$ cat config.mk
export PLATFORM = sky130hd
export DESIGN_NAME = alu_arbiter
export DESIGN_NICKNAME = d
export VERILOG_FILES = /design/src/rtl/alu_arbiter.sv
export SDC_FILE = /design/constraint.sdc
export NUM_CORES = 1
export LEC_CHECK = 0
export CORE_AREA = 2 2 121 123
export CTS_BUF_LIST = sky130_fd_sc_hd__clkbuf_8
export CTS_CLUSTER_SIZE = 14
export DETAILED_ROUTE_END_ITERATION = 6
export DIE_AREA = 0 0 123 125
export MAX_ROUTING_LAYER = met4
export PLACE_DENSITY = 0.77
export SETUP_SLACK_MARGIN = 0.05
export SYNTH_ARGS = -nofsm -noshare
export SYNTH_HDL_FRONTEND = slang
export SYNTH_SLANG_ARGS = --single-unit
$ cat constraint.sdc
create_clock -name clk -period 4.3 [get_ports clk]
set_input_delay 0.645 -clock clk [delete_from_list [all_inputs] [get_ports clk]]
set_output_delay 0.645 -clock clk [all_outputs]
set_load 0.02 [all_outputs]
$ cat src/rtl/alu_arbiter.sv
// Shares one registered ALU (1-cycle latency) among NUM_REQ requesters and returns held results.
// Optional macro ALU_ARB_FIXED_PRIO_EN selects fixed priority (lowest index) instead of round-robin.
module alu_arbiter #(
  parameter int NUM_REQ = 2,
  parameter int DATA_W  = 32,
  parameter int OP_W    = 4
) (
  input  logic                      clk,
  input  logic                      reset,
  input  logic [NUM_REQ-1:0]        req_valid_i,
  output logic [NUM_REQ-1:0]        req_ready_o,
  input  logic [NUM_REQ*OP_W-1:0]   req_op_i,
  input  logic [NUM_REQ*DATA_W-1:0] req_a_i,
  input  logic [NUM_REQ*DATA_W-1:0] req_b_i,
  output logic [NUM_REQ-1:0]        rsp_valid_o,
  input  logic [NUM_REQ-1:0]        rsp_ready_i,
  output logic [NUM_REQ*DATA_W-1:0] rsp_data_o,
  output logic [OP_W-1:0]           alu_op_o,
  output logic [DATA_W-1:0]         alu_a_o,
  output logic [DATA_W-1:0]         alu_b_o,
  input  logic [DATA_W-1:0]         alu_result_i
);

  localparam int ID_W = (NUM_REQ > 1) ? $clog2(NUM_REQ) : 1;

  logic                inflight_reg;
  logic [ID_W-1:0]     owner_reg;
  logic [ID_W-1:0]     ptr_start;
  logic [NUM_REQ-1:0]  eligible;
  logic                grant_found;
  logic [ID_W-1:0]     grant_id;
  logic                issue;

  logic [OP_W-1:0]     op_arr [NUM_REQ];
  logic [DATA_W-1:0]   a_arr  [NUM_REQ];
  logic [DATA_W-1:0]   b_arr  [NUM_REQ];

  // Per-requester unpacking, eligibility, handshake and held response register
  generate
    for (genvar gi = 0; gi < NUM_REQ; gi++) begin : g_req
      logic              valid_reg;
      logic [DATA_W-1:0] data_reg;
      logic              is_owner;

      assign op_arr[gi] = req_op_i[gi*OP_W +: OP_W];
      assign a_arr[gi]  = req_a_i[gi*DATA_W +: DATA_W];
      assign b_arr[gi]  = req_b_i[gi*DATA_W +: DATA_W];

      assign is_owner     = inflight_reg && (owner_reg == ID_W'(gi));
      assign eligible[gi] = req_valid_i[gi] & ~valid_reg & ~is_owner;
      assign req_ready_o[gi] = issue && (grant_id == ID_W'(gi));

      // Capture and consume never collide: an owner cannot hold a pending response.
      always_ff @(posedge clk or posedge reset) begin
        if (reset) begin
          valid_reg <= 1'b0;
          data_reg  <= '0;
        end else if (is_owner) begin
          valid_reg <= 1'b1;
          data_reg  <= alu_result_i;
        end else if (valid_reg && rsp_ready_i[gi]) begin
          valid_reg <= 1'b0;
        end
      end

      assign rsp_valid_o[gi]                 = valid_reg;
      assign rsp_data_o[gi*DATA_W +: DATA_W] = data_reg;
    end
  endgenerate

`ifdef ALU_ARB_FIXED_PRIO_EN
  assign ptr_start = '0;
`else
  logic [ID_W-1:0] ptr_reg;

  always_ff @(posedge clk or posedge reset) begin
    if (reset) begin
      ptr_reg <= '0;
    end else if (issue) begin
      ptr_reg <= (grant_id == ID_W'(NUM_REQ - 1)) ? '0 : grant_id + ID_W'(1);
    end
  end

  assign ptr_start = ptr_reg;
`endif

  // Search eligible requesters starting at ptr_start, wrapping modulo NUM_REQ
  always_comb begin
    int idx;
    grant_found = 1'b0;
    grant_id    = '0;
    idx         = 0;
    for (int k = 0; k < NUM_REQ; k++) begin
      idx = int'(ptr_start) + k;
      if (idx >= NUM_REQ) begin
        idx = idx - NUM_REQ;
      end
      if (!grant_found && eligible[idx]) begin
        grant_found = 1'b1;
        grant_id    = ID_W'(idx);
      end
    end
  end

  // Outputs stay quiet while reset is held, even if requests are already valid
  assign issue = grant_found & ~reset;

  always_comb begin
    alu_op_o = '0;
    alu_a_o  = '0;
    alu_b_o  = '0;
    if (issue) begin
      alu_op_o = op_arr[grant_id];
      alu_a_o  = a_arr[grant_id];
      alu_b_o  = b_arr[grant_id];
    end
  end

  always_ff @(posedge clk or posedge reset) begin
    if (reset) begin
      inflight_reg <= 1'b0;
      owner_reg    <= '0;
    end else begin
      inflight_reg <= issue;
      if (issue) begin
        owner_reg <= grant_id;
      end
    end
  end

endmodule

### After elaboration in Yosys (flattened, before gate mapping)

Index checks and enable logic that the tools add are counted.
W data, S select, Z words.

| word-level totals | value |
|---|---|
| bits in registers | 69 |
| bits of input ports | 174 |
| logic and storage cells | 68 |

| cells by class | value |
|---|---|
| $add $sub $neg | 4 |
| magnitude comparators | 5 |
| mux-type cells | 29 |
| bitwise gates (word level) | 13 |
| reductions and logical operators | 10 |

Operators with widths:

| operator | count |
|---|---|
| $mux W32 | 10 |
| $lt A32 B3 Y1 const B | 2 |
| $mux W4 | 4 |
| $mux W1 | 15 |
| $logic_and A1 B1 Y1 | 7 |
| $not A1 Y1 | 7 |
| $and A1 B1 Y1 | 5 |
| $ge A2 B2 Y1 const B | 2 |
| $reduce_bool A2 Y1 | 2 |
| $sub A1 B2 Y3 const B | 1 |
| $sub A2 B2 Y3 const B | 1 |
| $add A1 B1 Y2 const B | 1 |
| $ge A1 B2 Y1 const B | 1 |
| $not A1 Y2 | 1 |
| $add A1 B1 Y1 const B | 1 |
| $logic_not A1 Y1 | 1 |

### Depth between registers and ports, before layout

Gate-level depths: netlist of the first run.

| logic depth | value |
|---|---|
| depth after elaboration | 16 |
| gate-level depth with buffers | 7 |
| mapped depth without buffers | 4 |

### Worst setup path before layout of the first run

No wires, ideal clock.

| timing | value |
|---|---|
| path kind | in2out |
| from | input req_valid_i[1] |
| to | output alu_a_o[12] |
| data arrival time | 1969 ps |
| required time | 3655 ps |
| path slack | 1686 ps |
| stages | 7 |
| path buffers | 3 |
| cells stage by stage | and2b_1 -> o311a_4 -> buf_6 -> buf_6 -> clkbuf_1 -> nand2_1 -> a21oi_1 |

| between the ends | value |
|---|---|
| cells in the longest elaborated chain, start to end | 14 |
| elaborated cells on any way between the ends | 20 |
| those cells by class | mux: 14; bitwise: 4; reduce/logical: 2 |

RTL lines:

| what | RTL line | RTL |
|---|---|---|
| start, declared | 10 | `input logic [NUM_REQ-1:0] req_valid_i,` |
| $and A1 B1 Y1 * (2 in series) | 50 | `assign eligible[gi] = req_valid_i[gi] & ~valid_reg & ~is_owner;` |
| $mux W1 (implied by the code) (3 in series) | 98 | `if (!grant_found && eligible[idx]) begin` |
| $mux W1 | 98 |  |
| $logic_not A1 Y1 | 98 |  |
| $logic_and A1 B1 Y1 | 98 |  |
| $mux W1 | 98 |  |
| $not A1 Y2 (implied by the code) | 114 | `alu_a_o = a_arr[grant_id];` |
| $mux W32 (implied by the code) (3 in series) | 114 |  |
| $mux W32 * | 112 | `if (issue) begin` |
| end, declared | 19 | `output logic [DATA_W-1:0] alu_a_o,` |

Mark *: on every way between the ends. The rest lies on a longest branch, timed or not. The select of a mux whose other input is x is not followed.

### Worst setup path after layout of the first run

| timing | value |
|---|---|
| from | input req_valid_i[0] |
| to | output alu_b_o[17] |

| between the ends | value |
|---|---|
| cells in the longest elaborated chain, start to end | 14 |
| elaborated cells on any way between the ends | 20 |
| those cells by class | mux: 14; bitwise: 4; reduce/logical: 2 |

RTL lines:

| what | RTL line | RTL |
|---|---|---|
| $and A1 B1 Y1 * (2 in series) | 50 |  |
| $mux W1 (implied by the code) (3 in series) | 98 |  |
| $mux W1 | 98 |  |
| $logic_not A1 Y1 | 98 |  |
| $logic_and A1 B1 Y1 | 98 |  |
| $mux W1 | 98 |  |
| $not A1 Y2 (implied by the code) | 115 | `alu_b_o = b_arr[grant_id];` |
| $mux W32 (implied by the code) (3 in series) | 115 |  |
| $mux W32 * | 112 |  |
| end, declared | 20 | `output logic [DATA_W-1:0] alu_b_o,` |

Marked as above.

==> impl_results.md, run 1 <==
* Status: finished clean
* PortBufs at roughly 310
* Final Util at 52.31%
* Post-synth top area share at a little over two fifths
* Synth warn at 0
* Hold buffers post-CTS at 0
* Clk Latency, worst-skew pair at 0.34 ns
* Comb pwr share at roughly 62%
* Switch Pwr at ~1.7 mW
* DR WL/cell at ~16 µm
* Setup violators final at 0
* Slew Viols, Final at 0
* Area leader, netlist: dfrtp_1
* CTS buffer count at 9
* Synth area leaders: dfrtp_1, mux2_2, or3b_1, a21oi_1, nand2_1
* Crit. End Element: output pin
* IO Count at 310
* Vias at roughly 4.1k
* Total track usage at a little under a fifth
* Core Box Area at roughly 14,000 µm²
* Hold WC Path Type: reg2reg
* Max Cap Violations at 0
* Adder-cell area share of the yosys netlist at 0%
* DRC Markers at 0
* F_max at 259.2 MHz
* Row cnt at 44
* Routed WL at ~14 mm
* Clk root buf: clkbuf_8
* RSZ-0062 raised after global routing: false
* Syn-to-layout area delta at 85.33%
* H-tree levels at 3
* Antenna violations before repair at 0
* Largest net degree at the start of global routing at just over 70
* Most common flop cell mapped by yosys: dfrtp_1
* Hold_sp: g_req[1].data_reg[18]
* Synth Area in Compound Gates at a little over a tenth
* CP max FO at 34
* Leak Pwr at 2.877 nW
* Async S/R FF share, synth at 100.0%
* Height of the chip at 125 µm
* Slew margin rel. at 23.50%
* TritonRoute pass-1 iters at 4
* Worst-case clock buffer depth at 2
* Total setup buffers inserted after CTS at 0
* Mux share of post-synthesis cell area at 17.98%
* Multi-input gate area at 2069 µm²
* Synthesized Nets at 571
* First-pass GRT wire length at roughly 22 mm
* Total area of sequential cells at approximately 1700 µm²
* Reg-to-Reg Start: inflight_reg
* Min Clock Period, post-route at about 3.9 ns
* Sw Share at approximately 40%
* FF+latch count, synth at between 60 and 70
* Antenna violation net count after detailed routing at 0
* Fin nets at slightly below 900
* Initial Utilization at roughly 28%
* Worst-path clk slew at roughly 0.06 ns
* GRT overflow at 0
* Post-Synth Simple-Gate Area at 22.88%
* Startpoint Class: input pin
* Detailed placement HPWL at between 10 and 15 mm
* Post-CTS sizing at 0
* Measured slew at the worst slew-check pin at 1.146 ns
* Post-Syn Instances at just under 400
* Period utilisation layout at 89.74%
* Synthesized cell area at approximately 4000 µm²
* Max reg flops at 64
* Top-count cell post-synth: dfrtp_1
* Post-synth EDFFs at 0
* Beginning of the critical path: req_valid_i[0]
* P_int at between 2 and 3 mW
* Max VDD drop at around 0.24 mV
* Share of layout cells above drive strength 1 at roughly 14%
* Antenna diodes at 0
* Starting DRC count in detailed routing at roughly 140
* Syn avg cell area at between 10 and 15 µm²
* Crit path DAT at about 3.2 ns
* Worst Clk Skew at roughly 0.0095 ns
* PwrDens at around 580 nW/µm²
* Worst Path Required at between 3 and 4 ns
* Synth unique cells at 26
* Clock network power share at 11.1%
* Vias in the first global route at about 4.2k
* Largest family of logic cells by synthesized area: simple AND/OR/NAND/NOR gates
* Die width at 123 µm
* Seq pwr share at around a quarter
* Final hold vios at 0
* CTS tree: done
* # clock sinks at 69
* Fillcell total at 1,254
* Final setup TNS at 0 ns
* Number of vias per cell at between 4 and 5
* Sequential area share after synthesis at a little over two fifths
* XOR/XNOR share of the synthesized area at 0%
* Top cells by count, synth: dfrtp_1, a21oi_1, nand2_1, or3b_1, mux2_2
* Setup CP Type: in2out
* Total die area at 15,380 µm²
* RD Place Congestion at around 0.91
[final cells by class]
class                      count  area share [%]
clock buffer                  11           2.038
multi-input combinational    286           27.85
sequential                    69           23.24
inverter                       4          0.2021
tap                          184           3.099
timing repair buffer         321           43.11
clock inverter                 5          0.4547
[through the flow]
step | instance area (µm²) | setup slack (ns) | instances | hold slack [ns] | total power [mW]
after floorplan | 4009 | 1.510 | 397 | 0.5086 | 2.607
after global placement | 7244 | 0.4800 | 864 | 0.4860 | 3.816
after detailed placement | 7244 | 0.4502 | 864 | 0.4935 | 3.869
after CTS | 7430 | 0.4276 | 880 | 0.5097 | 4.370
after global routing | 7430 | 0.3466 | 880 | 0.5146 | 4.582
final | 7430 | 0.4414 | 880 | 0.5019 | 4.316
[power by group through the flow]
stage          combinational [mW]  sequential [mW]  clock (mW)
2_1_floorplan                1.07             1.54           0
3_3_place_gp                 2.67             1.15           0
4_1_cts                      2.71             1.16       0.500
3_5_place_dp                 2.70             1.17           0
6_report                     2.68             1.15       0.480
5_1_grt                      2.85             1.20       0.528
[routing by layer]
metal / vias up / GRT usage (%) / wire length [µm]
met1: 1895 / 20.98 / 5561
met4: 0 / 8.088 / 516
met2: 208 / 30.58 / 6973
met3: 30 / 5.155 / 1168
li1: 1991 / - / -
met5: - / - / 0
[worst paths after layout]
path	endpoint	slack, ns	cells after the start
setup / recovery	alu_b_o[17]	0.44	7
hold / removal	g_req[1].data_reg[18]	0.50	1
setup reg to reg	g_req[0].data_reg[14]	2.11	4
min in group asynchronous	g_req[1].data_reg[14]	1.08	3
hold reg to reg	g_req[1].data_reg[18]	0.50	1
max in group asynchronous	g_req[1].data_reg[18]	2.36	4
[worst max-delay path: stages]
cell	delay, ns
clkdlybuf4s50_1	0.55
nand2b_4	0.07
o311a_4	0.45
buf_4	0.27
or3b_1	0.38
a21oi_1	0.17
clkdlybuf4s50_1	0.66
[cell usage in the layout, fill, tap and decap left out, drive strengths merged, types with 2 or more instances in the layout]
| cell | n |
|---|---|
| a21oi | 68 |
| buf | 13 |
| clkbuf | 11 |
| clkdlybuf4s50 | 308 |
| clkinv | 2 |
| clkinvlp | 2 |
| dfrtp | 69 |
| inv | 5 |
| mux2 | 64 |
| nand2 | 69 |
| nor2 | 3 |
| o21ai | 3 |
| or3b | 68 |
[cell families (layout without fill, tap and decap cells)]
kind of cell	after synthesis	after routing
flops	69	69
simple gates	146	146
buf+inv	42	341
mux	64	64
compound gates	76	76
Power figures use the tool's default switching activity.
==> run 2, diff against run 1 <==
--- a/config.mk
+++ b/config.mk
@@ -6,4 +6,5 @@
 export NUM_CORES = 1
 export LEC_CHECK = 0
+export CAP_MARGIN = 25
 export CORE_AREA = 2 2 121 123
 export CTS_BUF_LIST = sky130_fd_sc_hd__clkbuf_8
@@ -12,5 +13,5 @@
 export DIE_AREA = 0 0 123 125
 export MAX_ROUTING_LAYER = met4
-export PLACE_DENSITY = 0.77
+export PLACE_DENSITY = 0.8
 export SETUP_SLACK_MARGIN = 0.05
 export SYNTH_ARGS = -nofsm -noshare
==> constraint.sdc (replaced) <==
create_clock -name clk -period 3.5 [get_ports clk]
set_input_delay 0.525 -clock clk [delete_from_list [all_inputs] [get_ports clk]]
set_output_delay 0.525 -clock clk [all_outputs]
set_load 0.01 [all_outputs]
==> impl_results.md, run 2 (synthesis results as in run 1) <==
* Number of vias per cell at ~4.8
* Period utilisation layout at between 90% and 100%
* Core Box Area at between 10,000 and 15,000 µm²
* Starting DRC count in detailed routing at ~170
* F_max at around 290 MHz
* Min Clock Period, post-route at about 3.4 ns
* Vias at 4,246
* Max reg flops at 64
* Fin nets at a little under 900
* Hold buffers post-CTS at 0
* Fillcell total at ~1.2k
* Vias in the first global route at around 4.5k
* Crit path DAT at about 2.9 ns
* Final Total Pwr at approximately 5.0 mW
* Status: finished clean
* Crit. End Element: output pin
* Worst-path clk slew at 0.07 ns
* Slew margin rel. at between 30 and 40%
* Most frequent cells in the layout: clkdlybuf4s50_1, dfrtp_1, or3b_1, nand2_1, a21oi_1
* Largest net degree at the start of global routing at 64
* Height of the chip at approximately 130 µm
* CP max FO at 63
* Worst Path Required at roughly 3 ns
* Hold WC Path Type: reg2reg
* First-pass GRT wire length at 22.94 mm
* Final setup TNS at 0 ns
* Slew Viols, Final at 0
* Clk root buf: clkbuf_8
* Syn-to-layout area delta at 90.26%
* Total area of sequential cells at approximately 1700 µm²
* Startpoint Class: input pin
* Share of layout cells above drive strength 1 at roughly 16%
* PortBufs at between 300 and 400
* # clock sinks at between 60 and 70
* TritonRoute pass-1 iters at 4
* DRC Markers at 0
* Most common cell after layout, fill and taps aside: clkdlybuf4s50_1
* Antenna violation net count after detailed routing at 0
* Die width at 123 µm
* DR WL/cell at between 15 and 20 µm
* Multi-input gate area at approximately 2100 µm²
* Clk Latency, worst-skew pair at ~0.34 ns
* Initial Utilization at between 20% and 30%
* Worst-case clock buffer depth at 2
* Hold slack final at 0.5062 ns
* Total track usage at 19.63%
* Detailed placement HPWL at 11.62 mm
* Antenna violations before repair at 2
* Setup violators final at 0
* Measured slew at the worst slew-check pin at roughly 0.91 ns
* Worst Clk Skew at around 0.0066 ns
* Setup CP Type: in2out
* IO Count at 310
* H-tree levels at 3
* GRT overflow at 0
* Final hold vios at 0
* CTS tree: done
* CTS buffer count at 9
* Routed WL at roughly 15 mm
* Leak Pwr at around 3.4 nW
* Row cnt at 44
* Total die area at between 15,000 and 20,000 µm²
* PwrDens at roughly 650 nW/µm²
* Max VDD drop at 0.2923 mV
* RSZ-0062 raised after global routing: true
* Max Cap Violations at 0
* RD Place Congestion at 0.9318
-- run 2: cell count changes in the layout (fill, tap and decap cells not counted), sizes merged, moves of 2 or more --
cell | previous run | this run
clkdlybuf4s50 | 308 | 271
clkinv | 2 | 5
dlygate4sd2 | 0 | 5
dlymetal6s2s | 0 | 30
buf | 13 | 20
o311a | 1 | 3
diode | 0 | 2
clkinvlp | 2 | 0
-- run 2: critical path, stage by stage --
cell	delay, ns
clkdlybuf4s50_1	0.49
and2b_1	0.30
o32ai_4	0.16
buf_12	0.20
or3b_1	0.42
a21oi_2	0.20
clkdlybuf4s50_1	0.57
-- run 2: stage by stage --
stage	cell area (µm²)	setup WS, ns	instances	util, %
global placement	7315	0.05694	869	51.50
detailed placement	7315	0.02204	869	51.50
global route	7627	-0.01606	889	53.70
finish	7627	0.09680	889	53.70
CTS	7531	0.05184	887	53.02
floorplan	4009	0.8304	397	-
-- run 2: repair_timing --
action | in CTS | in global routing
setup endpoints to repair | 28 | 51
gates cloned | 2 | 0
resized for setup | 5 | 33
setup buffers | 0 | 0
pin swaps | 1 | 1
-- run 2: routing by layer --
metal / track usage (%) / vias up / part of all wire [%]
met5: - / - / 0
met4: 7.553 / 0 / 3.1
met3: 3.467 / 28 / 6.8
met2: 34.71 / 193 / 53
met1: 21.66 / 2013 / 37
li1: - / 2012 / -
-- run 2: worst paths after layout --
path	slack, ns	cells after the start	from	endpoint
setup / recovery	0.1	7	req_valid_i[1]	alu_a_o[0]
hold / removal	0.51	1	g_req[1].data_reg[19]	g_req[1].data_reg[19]
setup reg to reg	1.71	5	inflight_reg	ptr_reg
hold reg to reg	0.51	1	g_req[1].data_reg[19]	g_req[1].data_reg[19]
max in group asynchronous	2.01	4	reset	owner_reg
min in group asynchronous	0.87	3	reset	g_req[1].data_reg[3]
-- run 2: layout make-up --
cell class | count | share of cell area, %
Tap cell | 184 | 3.018
Inverter | 4 | 0.1969
Sequential cell | 69 | 22.64
Multi-Input combinational cell | 288 | 27.64
Timing Repair Buffer | 326 | 43.82
Clock inverter | 6 | 0.8202
Antenna cell | 2 | 0.06562
Clock buffer | 10 | 1.804
-- run 2: power breakdown --
part / switching (mW) / total (mW) / internal, mW / leakage (nW)
clock: 0.286 / 0.633 / 0.347 / 0.106
sequential: 0.241 / 1.44 / 1.20 / 0.813
combinational: 1.18 / 2.92 / 1.73 / 2.52
total: 1.71 / 4.99 / 3.28 / 3.43
==> run 3, diff against run 2 <==
CELL_PAD_IN_SITES_DETAIL_PLACEMENT = 2   (was not set)
CELL_PAD_IN_SITES_GLOBAL_PLACEMENT = 2   (was not set)
CORE_AREA = not set   (was 2 2 121 123)
CORE_UTILIZATION = 16   (was not set)
DIE_AREA = not set   (was 0 0 123 125)
PLACE_DENSITY = 0.84   (was 0.8)
==> impl_results.md, run 3 (synthesis results as in run 1) <==
* Hold depth at 1
* Most frequent cells in the layout: clkdlybuf4s50_1, dfrtp_1, or3b_1, nand2_1, a21oi_1
* Hold buffers post-CTS at 0
* Vias at between 4k and 5k
* GRT overflow at 0
* Seq pwr share at 28.1%
* Worst Hold Endpoint: g_req[1].data_reg[14]
* Detailed placement HPWL at 14.12 mm
* Clk root buf: clkbuf_8
* # clock sinks at 69
* Final hold vios at 0
* Measured slew at the worst slew-check pin at about 0.76 ns
* Reg-to-Reg Start: owner_reg
* Worst flop-to-flop path endpoint: ptr_reg
* Number of vias per cell at about 4.2
* Setup violators final at 0
* Most common cell after layout, fill and taps aside: clkdlybuf4s50_1
* Placed instance area at ~7500 µm²
* Reg2Reg Depth at 5
* IO Count at slightly above 300
* Switch Pwr at roughly 1.8 mW
* Initial Utilization at approximately 16%
* Antenna violations before repair at 0
* Share of layout cells above drive strength 1 at 15.00%
* Crit. End Element: output pin
* CTS tree: done
* Crit path DAT at around 2.9 ns
* Antenna diodes at 0
* Worst Path Required at 2.97 ns
* Clock network power share at between 10% and 20%
* RD Place Congestion at around 0.78
* Vias in the first global route at 4,931
* Status: finished clean
* Hold_sp: g_req[1].data_reg[14]
* Min Clock Period, post-route at about 3.4 ns
* Antenna violation net count after detailed routing at 0
* Comb pwr share at about 58%
* Startpoint Class: input pin
* PwrDens at 658.2 nW/µm²
* P_int at ~3.3 mW
* Largest net degree at the start of global routing at 57
* Final instance area at between 7000 and 8000 µm²
* PortBufs at 309
* Worst Clk Skew at around 0.012 ns
* Final setup TNS at 0 ns
* Final Total Pwr at ~5.1 mW
* Setup CP Type: in2out
* TritonRoute pass-1 iters at 4
* Total track usage at between 10% and 20%
* Max Cap Violations at 0
* Hold slack final at 0.5057 ns
* Period utilisation layout at between 90% and 100%
* Fin nets at approximately 870
* Leak Pwr at 3.353 nW
* Starting DRC count in detailed routing at approximately 110
* CTS buffer count at 9
* Routed WL at around 18 mm
* Max VDD drop at approximately 0.30 mV
* CP max FO at 25
* Die width at 160.3 µm
* H-tree levels at 3
* Worst-case clock buffer depth at 2
* Hold WC Path Type: reg2reg
* Register-to-Register Setup Slack at 1.69 ns
* F_max at 293.9 MHz
* DR WL/cell at between 15 and 20 µm
* Slew Viols, Final at 0
* Max reg flops at 64
* Syn-to-layout area delta at 94.10%
* Clk Latency, worst-skew pair at around 0.35 ns
* RSZ-0062 raised after global routing: true
* Worst-path clk slew at about 0.060 ns
* Core Box Area at between 20,000 and 25,000 µm²
* Height of the chip at ~160 µm
* First-pass GRT wire length at around 27 mm
* Total die area at approximately 26,000 µm²
* Slew margin rel. at between 40% and 50%
* Row cnt at between 50 and 60
* Sw Share at between 30% and 40%
* DRC Markers at 0
==> run 3: through the flow <==
stage,utilization [%],setup slack (ns),std cells
after global placement,30.61,-0.1006,1008
after floorplan,-,0.8304,397
after global routing,31.81,0.02458,1024
after CTS,31.52,0.02588,1024
final,31.81,0.09784,1024
after detailed placement,30.61,-0.1656,1008
==> run 3: layout make-up <==
type                            count  area [µm²]
Clock buffer                        9       123.9
Inverter                            4       15.01
Clock inverter                      7       83.83
Fill cell                        2703       16680
Multi-Input combinational cell    286        2095
Timing Repair Buffer              325        3332
Tap cell                          324       405.4
Sequential cell                    69        1727
==> run 3: repair_timing <==
action | 4_1_cts | 5_1_grt
buffers inserted | 0 | 0
setup endpoints to repair | 52 | 37
resized for setup | 8 | 28
==> run 3: critical path, cell delays in order <==
cell	delay [ns]
clkdlybuf4s50_1	0.53
nor3b_4	0.25
o32ai_4	0.13
buf_12	0.17
buf_4	0.17
or3b_1	0.38
a21oi_1	0.15
clkdlybuf4s50_1	0.56
==> run 3: how the worst max path moves through the flow <==
stage | start | end | slack [ns] | cells past startpoint
2_1_floorplan | reset | g_req[0].data_reg[0] | 0.83 | 3
3_3_place_gp | req_valid_i[1] | alu_b_o[31] | -0.10 | 8
3_5_place_dp | req_valid_i[1] | alu_b_o[31] | -0.17 | 8
4_1_cts | req_valid_i[0] | alu_b_o[31] | 0.03 | 7
5_1_grt | req_valid_i[1] | alu_a_o[15] | 0.02 | 8
6_report | req_valid_i[1] | alu_b_o[22] | 0.1 | 8
==> run 3: metal layers <==
metal / track usage [%] / part of all wire, % / vias to the layer above
li1: - / - / 1993
met1: 15.04 / 38 / 2093
met2: 26.86 / 55 / 195
met3: 2.712 / 5.6 / 21
met4: 3.593 / 1.6 / 0
met5: - / 0 / -
==> run 3: power groups by stage <==
stage | Sequential [mW] | Combinational, mW | Clock, mW
2_1_floorplan | 1.60 | 1.18 | 0
3_3_place_gp | 1.42 | 2.98 | 0
3_5_place_dp | 1.45 | 3.06 | 0
4_1_cts | 1.45 | 3.08 | 0.714
5_1_grt | 1.50 | 3.22 | 0.747
6_report | 1.44 | 2.99 | 0.688
